`src/rtl/uart_rx.sv`:
```
// uart_rx: UART receiver to valid/ready stream with rts flow control; optional parity bit via UART_RX_PARITY_EN
module uart_rx #(
  parameter int MAX_BITS     = 8,
  parameter int CLKS_PER_BIT = 16,
  parameter bit PARITY_ODD   = 1'b0
) (
  input  logic                clk,
  input  logic                rst,
  input  logic                rx,
  output logic [MAX_BITS-1:0] data,
  output logic                valid,
  input  logic                ready,
  output logic                rts,
  output logic                frame_err,
  output logic                parity_err,
  output logic                overrun
);
  localparam int CW = $clog2(CLKS_PER_BIT);
  localparam logic [CW-1:0] HALF_M1  = CW'(CLKS_PER_BIT / 2 - 1);
  localparam logic [CW-1:0] FULL_M1  = CW'(CLKS_PER_BIT - 1);
  localparam logic [3:0]    LAST_BIT = 4'(MAX_BITS - 1);

  typedef enum logic [2:0] {
    IDLE,
    START,
    DATA,
`ifdef UART_RX_PARITY_EN
    PARITY,
`endif
    STOP,
    BRK
  } state_t;

  state_t              state_q, state_d;
  logic [1:0]          sync_q, sync_d;
  logic [CW-1:0]       cnt_q, cnt_d;
  logic [3:0]          bits_q, bits_d;
  logic [MAX_BITS-1:0] shift_q, shift_d;
  logic [MAX_BITS-1:0] data_q, data_d;
  logic                valid_q, valid_d;
  logic                ferr_q, ferr_d;
  logic                ovr_q, ovr_d;
  logic                deliver;
  logic                line;
`ifdef UART_RX_PARITY_EN
  logic                par_q, par_d;
  logic                perr_q, perr_d;
`endif

  assign line = sync_q[1];

  // Frame FSM, bit-period counter, shifter and output register next-state
  always_comb begin
    state_d = state_q;
    sync_d  = {sync_q[0], rx};
    cnt_d   = cnt_q + 1'b1;
    bits_d  = bits_q;
    shift_d = shift_q;
    data_d  = data_q;
    valid_d = valid_q && !ready;
    ferr_d  = 1'b0;
    ovr_d   = 1'b0;
    deliver = 1'b0;
`ifdef UART_RX_PARITY_EN
    par_d   = par_q;
    perr_d  = 1'b0;
`endif
    case (state_q)
      IDLE: begin
        cnt_d   = '0;
        state_d = line ? IDLE : START;
      end
      START: if (cnt_q == HALF_M1) begin
        cnt_d   = '0;
        bits_d  = '0;
        state_d = line ? IDLE : DATA;
`ifdef UART_RX_PARITY_EN
        par_d   = PARITY_ODD;
`endif
      end
      DATA: if (cnt_q == FULL_M1) begin
        cnt_d   = '0;
        shift_d = {line, shift_q[MAX_BITS-1:1]};
        bits_d  = bits_q + 1'b1;
`ifdef UART_RX_PARITY_EN
        par_d   = par_q ^ line;
        state_d = (bits_q == LAST_BIT) ? PARITY : DATA;
`else
        state_d = (bits_q == LAST_BIT) ? STOP : DATA;
`endif
      end
`ifdef UART_RX_PARITY_EN
      PARITY: if (cnt_q == FULL_M1) begin
        cnt_d   = '0;
        par_d   = par_q ^ line;
        state_d = STOP;
      end
`endif
      STOP: if (cnt_q == FULL_M1) begin
        cnt_d   = '0;
        ferr_d  = !line;
        state_d = line ? IDLE : BRK;
`ifdef UART_RX_PARITY_EN
        perr_d  = line && par_q;
        deliver = line && !par_q;
`else
        deliver = line;
`endif
      end
      BRK: state_d = line ? IDLE : BRK;
      default: state_d = IDLE;
    endcase
    if (deliver && (!valid_q || ready)) begin
      data_d  = shift_q;
      valid_d = 1'b1;
    end
    ovr_d = deliver && valid_q && !ready;
  end

  // State and datapath registers; synchronizer resets to idle-high
  always_ff @(posedge clk or posedge rst) begin
    if (rst) begin
      state_q <= IDLE;
      sync_q  <= 2'b11;
      cnt_q   <= '0;
      bits_q  <= '0;
      shift_q <= '0;
      data_q  <= '0;
      valid_q <= 1'b0;
      ferr_q  <= 1'b0;
      ovr_q   <= 1'b0;
`ifdef UART_RX_PARITY_EN
      par_q   <= 1'b0;
      perr_q  <= 1'b0;
`endif
    end else begin
      state_q <= state_d;
      sync_q  <= sync_d;
      cnt_q   <= cnt_d;
      bits_q  <= bits_d;
      shift_q <= shift_d;
      data_q  <= data_d;
      valid_q <= valid_d;
      ferr_q  <= ferr_d;
      ovr_q   <= ovr_d;
`ifdef UART_RX_PARITY_EN
      par_q   <= par_d;
      perr_q  <= perr_d;
`endif
    end
  end

  assign data      = data_q;
  assign valid     = valid_q;
  assign rts       = !valid_q;
  assign frame_err = ferr_q;
  assign overrun   = ovr_q;
`ifdef UART_RX_PARITY_EN
  assign parity_err = perr_q;
`else
  assign parity_err = PARITY_ODD & 1'b0;
`endif
endmodule

```
`config.mk`:
```
export PLATFORM = sky130hd
export DESIGN_NAME = uart_rx
export DESIGN_NICKNAME = d
export VERILOG_FILES = /design/src/rtl/uart_rx.sv
export SDC_FILE = /design/constraint.sdc
export NUM_CORES = 1
export LEC_CHECK = 0
export CORE_UTILIZATION = 40
export DETAILED_ROUTE_END_ITERATION = 12
export HOLD_SLACK_MARGIN = 0.15
export PLACE_DENSITY = 0.65
export SYNTH_ARGS = -nofsm -noshare
export SYNTH_HDL_FRONTEND = slang
export SYNTH_SLANG_ARGS = --single-unit
```
`constraint.sdc`:
```
create_clock -name clk -period 2.3 [get_ports clk]
set_clock_uncertainty 0.15 [all_clocks]
set_input_delay 0.46 -clock clk [delete_from_list [all_inputs] [get_ports clk]]
set_output_delay 0.46 -clock clk [all_outputs]
set_load 0.005 [all_outputs]
```
==> impl_results.md <==
* Status: finished, final reports clean
* Antenna diodes at 0
* WHS Path Cells at 0
* Post-route setup TNS at 0 ns
* WL/cell at 12.4 um
* Ys async rst share at 100%
* Iteration-0 DRC Markers at 15
* Global Route Usage Sum at 14.7%
* CP peak stage delay at 0.46 ns
* Yosys warning count at 0
* Clock Pin Slew Worst Setup and Hold Paths at 0.09 ns
* Detailed-route via count at 873
* Die Y at 60.2 um
* # port buffers at 15
* Critical Path Source Type: flop
* Post-synth top area share at 55.5%
* H-Tree Depth at 2
* Area Growth Syn to Fin at 19.7%
* Top-count cell post-synth: dfrtp_1
* RePlAce Congestion at 0.784
* Clock root buffer: clkbuf_4
* Post-Route WL at 2180 um
* Synth Register Bits at 32
* Max Fanout on Critical Path at 10
* RR Startpoint: cnt_q[3]
* I/O pin cnt at 17
* First-pass iteration count of the detailed router at 4
* Clock sinks at 32
* HPWL Detailed at 1540 um
* Share of cells above drive strength 1 at 22.1%
* # nets final at 136
* Maximum number of pins on one net before global-route repair at 33
* Core Util, Final at 51.8%
* First-pass GRT wire length at 3760 um
* Max Cap Violations at 0
* Post-synth EDFFs at 0
* Worst EP required at 2.36 ns
* Critical path class: flop to flop
* CTS resizes at 0
* Synth Instances at 109
* CP max-delay cell: dfrtp_1
* Initial antenna violation count at 0
* Final Max Tran Viols at 0
* Pwr dens at 789 nW/um^2
* HP Class: flop to flop
* Dominant cells by area after synthesis: dfrtp_1 56%, mux2_2 14%, dfstp_2 3.9%
* WP data arrival at 2.14 ns
* Cts hold-fix bufs at 0
* Critical path capture point type: flop
* Crit Reg-Reg Endpoint: shift_q[6]
* Row count at 20
* Final Hold Fails at 0
* RSZ-0062 raised after global routing: no
* Peak supply drop at 0.000426 V
* Core area at 3130 um^2
* GRT Residual Overflow at 0
* Number of library cell types mapped by synthesis at 34
* Critical Path, Cell by Cell: or3b_1, a211o_1, nor2_4, mux2_2
* Hold WS at 0.211 ns
* Vias per inst at 4.99
* Post-synth top area cell: dfrtp_1
* Post-CTS Setup Bufs at 0
* CTS max path bufs at 2
* Peak Freq at 479 MHz
* Hold EP: sync_q[1]
* Hold_sp: sync_q[0]
* Worst path bufs/invs at 0
* FF-to-FF setup slack at 0.21 ns
* Commonest cells post-synth: 30 x dfrtp_1, 17 x mux2_2, 8 x nand2_1, 6 x nand3_1, 6 x nor2_1
* Period minus WS final at 2.09 ns
* Sequential area share after synthesis at 59.4%
* CP top delay family: simple AND/OR/NAND/NOR gates
* DIE AREA at 3620 um^2
* CTS buffer count at 5
* Die X at 60.2 um
* Final period util at 90.8%
* Post-Syn Nets at 115
* Prevailing post-synth register cell: dfrtp_1
* CTS tree: yes
* Finish-stage setup viols at 0
* Leakage power at 0.769 nW
* DRT antenna net count at 0
* Synth Cell Area at 1350 um^2
* Worst skew pair latency at 0.32 ns
* Reg2Reg Depth at 4
* Initial Utilization at 43.2%
* Avg Cell Area, Syn at 12.4 um^2
* Vias in the first global route at 857
* Drc violations at 0
[flip-flops by register name, indices dropped and copies added (netlist names)]
register / count
frame_err: 1
valid: 1
bits_q: 4
shift_q: 8
state_q: 3
sync_q: 2
data: 8
cnt_q: 4
overrun: 1
[layer usage]
layer	vias up	GRT usage, %	share of wire, %
li1	420	-	-
met1	432	18.5	48
met2	15	22.1	46
met3	6	5.41	4.0
met4	0	6.98	2.0
met5	-	0	0
[worst max path at each step]
stage	from	slack [ns]	to	cells past startpoint
3_3_place_gp	ready	0.26	data[7]	4
3_5_place_dp	cnt_q[3]	0.23	shift_q[3]	4
5_1_grt	cnt_q[3]	0.14	shift_q[6]	4
4_1_cts	cnt_q[3]	0.22	shift_q[6]	4
2_1_floorplan	cnt_q[3]	0.37	shift_q[0]	4
6_report	cnt_q[3]	0.21	shift_q[6]	4
[report_power, final]
part / internal [mW] / switching, mW / leakage [nW] / total [mW]
registers: 0.625 / 0.0541 / 0.431 / 0.679
clock network: 0.151 / 0.171 / 0.0326 / 0.322
logic: 0.130 / 0.146 / 0.306 / 0.276
total: 0.906 / 0.371 / 0.769 / 1.28
[through the flow]
step           setup slack (ns)  area (um^2)  power [mW]  cells
2_1_floorplan             0.367         1350       0.893    109
3_3_place_gp              0.257         1560       0.957    167
3_5_place_dp              0.231         1560       0.965    167
4_1_cts                   0.219         1620        1.29    175
5_1_grt                   0.138         1620        1.36    175
6_report                  0.212         1620        1.28    175
[cell type report]
| cell class | count | area (um^2) |
|---|---|---|
| timing repair buffer | 18 | 173 |
| fill | 279 | 1510 |
| clock buffer | 8 | 58.8 |
| inverter | 4 | 15.0 |
| tap | 44 | 55.1 |
| sequential | 32 | 803 |
| multi-input combinational | 69 | 514 |
[cell usage in the layout, fill, tap and decap left out, drive strengths merged, types with 2 or more instances in the layout]
master,instances
dfrtp,30
mux2,17
clkdlybuf4s50,15
nand2,8
clkbuf,8
nor2,7
nand3,6
inv,4
nor2b,3
a21oi,3
buf,3
nand2b,2
and4b,2
nor3,2
ha,2
dfstp,2
[logic make-up (layout without fill, tap and decap cells)]
logic type / count (synthesis) / count (layout) / synth area share (%)
AO/OA/AOI/OAI: 12 / 12 / 6.38
XOR/XNOR: 1 / 1 / 0.648
adder cells (fa/ha/maj): 2 / 2 / 1.85
buffers and inverters: 8 / 30 / 2.59
flip-flops: 32 / 32 / 59.4
multiplexers: 17 / 17 / 14.2
other: 1 / 1 / 0.277
AND/OR/NAND/NOR: 36 / 36 / 14.7
[worst reg2reg max path, cell delays in order, from the launching register on]
cell and delay (ns):
dfrtp_1 0.46, or3b_1 0.37, a211o_1 0.36, nor2_4 0.27, mux2_2 0.37
Note: power is estimated with default switching activity, not from simulation.
